## config.mk

```make
export PLATFORM = sky130hd
export DESIGN_NAME = pred_write_arbiter
export DESIGN_NICKNAME = d
export VERILOG_FILES = /design/src/rtl/pred_write_arbiter.sv
export SDC_FILE = /design/constraint.sdc
export NUM_CORES = 1
export LEC_CHECK = 0
export BUFFER_PORTS_ARGS = -buffer_cell sky130_fd_sc_hd__buf_2
export CAP_MARGIN = 30
export CORE_MARGIN = 2
export CORE_UTILIZATION = 46
export CTS_CLUSTER_SIZE = 24
export DETAILED_ROUTE_END_ITERATION = 6
export PLACE_DENSITY_LB_ADDON = 0.12
export SLEW_MARGIN = 20
export SYNTH_ARGS = -nofsm -noshare
export SYNTH_HDL_FRONTEND = slang
export SYNTH_SLANG_ARGS = --single-unit
```

## constraint.sdc

```tcl
create_clock -name clk -period 2.15 [get_ports clk]
set_input_delay 0.3225 -clock clk [delete_from_list [all_inputs] [get_ports clk]]
set_output_delay 0.3225 -clock clk [all_outputs]
set_load 0.02 [all_outputs]
```

## src/rtl/pred_write_arbiter.sv

```systemverilog
// Predicate-register write arbiter: round-robin grant among NREQ requesters,
// plus a 16-cycle clear sequence that zeroes every predicate register.
module pred_write_arbiter #(
  parameter int unsigned NREQ = 3,
  parameter int unsigned AW   = 4
) (
  input  logic                 clk,
  input  logic                 reset,
  input  logic [NREQ-1:0]      req_valid,
  input  logic [NREQ*AW-1:0]   req_addr,
  input  logic [NREQ-1:0]      req_data,
  output logic [NREQ-1:0]      req_ready,
  input  logic                 clr_start,
  output logic                 clr_busy,
  output logic                 clr_done,
  output logic                 pw_en,
  output logic [AW-1:0]        pw_addr,
  output logic                 pw_data
);

  localparam int unsigned PW = (NREQ > 1) ? $clog2(NREQ) : 1;
  localparam logic [AW-1:0] CLR_LAST = '1;

  typedef enum logic {IDLE = 1'b0, CLEAR = 1'b1} state_t;

  state_t        state;
  logic [PW-1:0] rr_ptr;
  logic [AW-1:0] clr_cnt;

  logic [AW-1:0] addr_arr [NREQ];
  logic [PW-1:0] gnt_idx;
  logic          gnt_any;
  logic [PW-1:0] rr_next;

  for (genvar g = 0; g < NREQ; g++) begin : g_addr
    assign addr_arr[g] = req_addr[g*AW +: AW];
  end

  // Round-robin search starting at rr_ptr; suppressed in reset, CLEAR and on clr_start.
  always_comb begin : grant_sel
    logic [PW-1:0] c;
    c         = '0;
    gnt_idx   = '0;
    gnt_any   = 1'b0;
    req_ready = '0;
    if (reset && (state == IDLE) && !clr_start) begin
      for (int unsigned k = 0; k < NREQ; k++) begin
        c = PW'((32'(rr_ptr) + k) % NREQ);
        if (!gnt_any && req_valid[c]) begin
          gnt_any = 1'b1;
          gnt_idx = c;
        end
      end
      req_ready[gnt_idx] = gnt_any;
    end
  end

  assign rr_next = (gnt_idx == PW'(NREQ - 1)) ? '0 : gnt_idx + PW'(1);

  always_ff @(posedge clk) begin
    if (!reset) begin
      state    <= IDLE;
      rr_ptr   <= '0;
      clr_cnt  <= '0;
      pw_en    <= 1'b0;
      pw_addr  <= '0;
      pw_data  <= 1'b0;
      clr_busy <= 1'b0;
      clr_done <= 1'b0;
    end else begin
      pw_en    <= 1'b0;
      clr_done <= 1'b0;
      case (state)
        IDLE: begin
          if (clr_start) begin
            state    <= CLEAR;
            clr_cnt  <= '0;
            clr_busy <= 1'b1;
          end else if (gnt_any) begin
            pw_en   <= 1'b1;
            pw_addr <= addr_arr[gnt_idx];
            pw_data <= req_data[gnt_idx];
            rr_ptr  <= rr_next;
          end
        end
        CLEAR: begin
          pw_en   <= 1'b1;
          pw_addr <= clr_cnt;
          pw_data <= 1'b0;
          clr_cnt <= clr_cnt + AW'(1);
          // Last address issued: done pulses alongside its write appearing on pw_*.
          if (clr_cnt == CLR_LAST) begin
            state    <= IDLE;
            clr_busy <= 1'b0;
            clr_done <= 1'b1;
          end
        end
        default: state <= IDLE;
      endcase
    end
  end

endmodule

```

==> impl_metrics.json <==
{
  "area_growth_syn_to_layout_pct": 58.8,
  "setup_viol": 8,
  "firstDrtPassIters": 4,
  "place_area_um2": 1470,
  "syn-num-nets": 156,
  "fin_ws_ns": -0.374,
  "cts_tree": "yes",
  "status": "finished, violations left",
  "globalRouteMet2Util_pct": 42.7,
  "start_util_pct": 48.9,
  "crit_arrival_ns": 2.20,
  "drv_slew": 0,
  "worstReg2RegStart": "rr_ptr[0]",
  "place.gp.congestion": 0.836,
  "path_class": "reg -> out",
  "synth_ff_type": "dfxtp_1",
  "cp_slowest_cell": "or3_4",
  "worst_hold_slack_ns": 0.318,
  "numClockSinks": 15,
  "yosysTopAreaCellShare_pct": 27.7,
  "path_buf_inv": 3,
  "holdPathEnd": "state",
  "ir_worst_vdd_v": 0.000483,
  "p_leak_uw": 0.000772,
  "clk_pin_slew_worst_paths_ns": 0.10,
  "ys_warn_count": 0,
  "synth.most_common_cell": "dfxtp_1",
  "violations": "setup timing",
  "use_met3_pct": 4.86,
  "cp.required_ns": 1.83,
  "worstPathCellList": "buf_6 > ha_4 > mux2i_4 > buf_6 > o22ai_4 > a21oi_4 > or3_4 > nor2_4 > buf_6",
  "seq_area_frac_synth_pct": 27.7,
  "cpLargestDelayFamily": "simple AND/OR/NAND/NOR gates",
  "ant_nets": 0,
  "finalClockSkew_ns": 0.000957,
  "drt_iter0_drc": 14,
  "drive_above_1_share_pct": 53.7,
  "hold_path_depth": 3,
  "cts_max_level": 1,
  "hp-start": "reset",
  "end_kind": "output pin",
  "timing.rr.end": "pw_addr[3]",
  "nets": 215,
  "worstMarginPinSlew_ns": 0.277,
  "fp.coreArea_um2": 2210,
  "port_buffers": 31,
  "clk_path_buf_depth": 2,
  "slew_headroom_pct": 81.0,
  "hold_violations": 0,
  "grt.busiest_layer": "met2",
  "synth_top_area_cell": "dfxtp_1",
  "cap_viol_max_count": 0,
  "post-dp-hpwl_um": 2140,
  "reg2reg_setup_slack_ns": -0.19,
  "max_freq_mhz": 396,
  "insertion_delay_ns": 0.29,
  "cpMostUsedCell": "buf_6",
  "powerDensity_nw_per_um2": 524,
  "synth_seq_cells": 15,
  "insertedDiodeCount": 0,
  "dieArea_um2": 2760,
  "ff2ff_path_depth": 10,
  "dieWidth_um": 52.5,
  "grt_use_met1_pct": 31.6,
  "num_rows": 17,
  "clock-root-buffer": "clkbuf_4",
  "design_area_um2": 1720,
  "ys_types": 43,
  "routed_wl_um": 3250,
  "crit_path_max_fanout": 5,
  "cts_made_buffers": 3,
  "antenna_found_initial": 0,
  "die_y_um": 52.5,
  "rsz0062_at_grt": "yes",
  "overflow": 0,
  "ios": 32,
  "critical_path.startpoint_type": "flip-flop",
  "grt_max_degree": 15,
  "postSynth.asyncResetShare_pct": 0,
  "critPathMaxStageDelay_ns": 0.41,
  "grt_use_total_pct": 25.4,
  "post-route-period-util_pct": 117,
  "hp-class": "in -> reg",
  "vias": 1199,
  "synthTopCellsByArea": "dfxtp_1 28%, ha_1 5.8%, mux2i_1 5.5%",
  "wl_per_cell_um": 15.1,
  "avgSynthCellArea_um2": 8.33,
  "grt_pass1_vias": 1121,
  "syn_inst": 130,
  "synth_common_cells": "15 x dfxtp_1, 12 x nor2_1, 11 x a21oi_1",
  "synth-edff-count": 0,
  "netlist_area_um2": 1080,
  "grt_first_pass_wirelength_um": 5180,
  "post-route-min-period_ns": 2.52,
  "drc": 0,
  "viasPerCell": 5.55
}
worst min-delay path, stage by stage:
cell and delay [ns]:
buf_2 0.13, nand2_1 0.08, nor2_1 0.04
per-layer routing:
metal  vias up  wire length (um)
li1        590                 -
met1       552              1430
met2        52              1600
met3         5               183
met4         0                38
met5         -                 0
final cells by class:
type	count	area (um2)
multi-input cells	101	896
fillers	154	493
repair buffers	62	429
flip-flops and latches	15	308
well taps	28	35.0
clock buffers	3	22.5
inverters	6	22.5
clock inverters	1	6.26
repair_timing:
item / 4_1_cts / 5_1_grt
pin swaps: 8 / 9
setup buffers: 6 / 1
hold buffers: 0 / 0
endpoints found under the setup margin: 8 / 9
gates resized for setup: 20 / 17
report_power, final:
part           internal [uW]  total (uW)  switching (uW)
logic                    215         415             200
registers                295         307            12.1
clock network           72.0         179             107
total                    582         901             319
stage by stage:
step / power, uW / instances / setup slack, ns / utilization (%) / setup TNS [ns]
2_1_floorplan: 513 / 130 / -0.0826 / - / -0.121
3_3_place_gp: 623 / 205 / -0.0698 / 66.3 / -0.245
3_5_place_dp: 631 / 205 / -0.0983 / 66.3 / -0.592
4_1_cts: 857 / 215 / -0.364 / 74.2 / -1.11
5_1_grt: 950 / 216 / -0.444 / 77.7 / -2.03
6_report: 901 / 216 / -0.374 / 77.7 / -1.47
registers in the layout (all words and copies together) (netlist names):
name and count:
pw_data 1, rr_ptr 2, pw_en 1, clr_cnt 4, clr_done 1, pw_addr 4
clr_busy 1, state 1
cells by family after synthesis:
family | after synthesis | share of synthesized area (%)
mux | 11 | 11.1
xor+xnor | 1 | 0.809
fa+ha+maj | 5 | 5.78
buf+inv | 14 | 7.17
compound gates | 35 | 22.4
flops | 15 | 27.7
simple gates | 49 | 25.0
cells in the final DEF, fill, tap and decap left out, types with 2 or more instances in the layout:
cell type  count
nor3b_1        2
inv_1          4
dfxtp_1       13
nor2_1         9
dfxtp_4        2
a41o_1         2
a21o_1         2
nand3_1        5
mux2_4         4
nor2b_2        2
a21oi_1        9
mux2i_1        4
inv_2          2
buf_4         25
nand2_1        8
nand4_1        2
buf_2         28
buf_6          9
clkbuf_4       3
nor2_4         2
o21ai_2        3
a31oi_1        2
mux2i_4        2
ha_4           2
o22ai_1        2
nand2b_1       4
o211ai_1       2
a211oi_1       2
or3_4          2
and2_1         2
ha_1           2
nand3b_1       2
how the worst max path moves through the flow:
stage | cells after the start | start | end
2_1_floorplan | 8 | rr_ptr[0] | req_ready[1]
3_3_place_gp | 10 | rr_ptr[1] | req_ready[2]
3_5_place_dp | 8 | rr_ptr[1] | pw_addr[3]
4_1_cts | 8 | rr_ptr[0] | req_ready[1]
5_1_grt | 9 | rr_ptr[0] | req_ready[1]
6_report | 9 | rr_ptr[0] | req_ready[1]
Power figures use the tool's default switching activity.
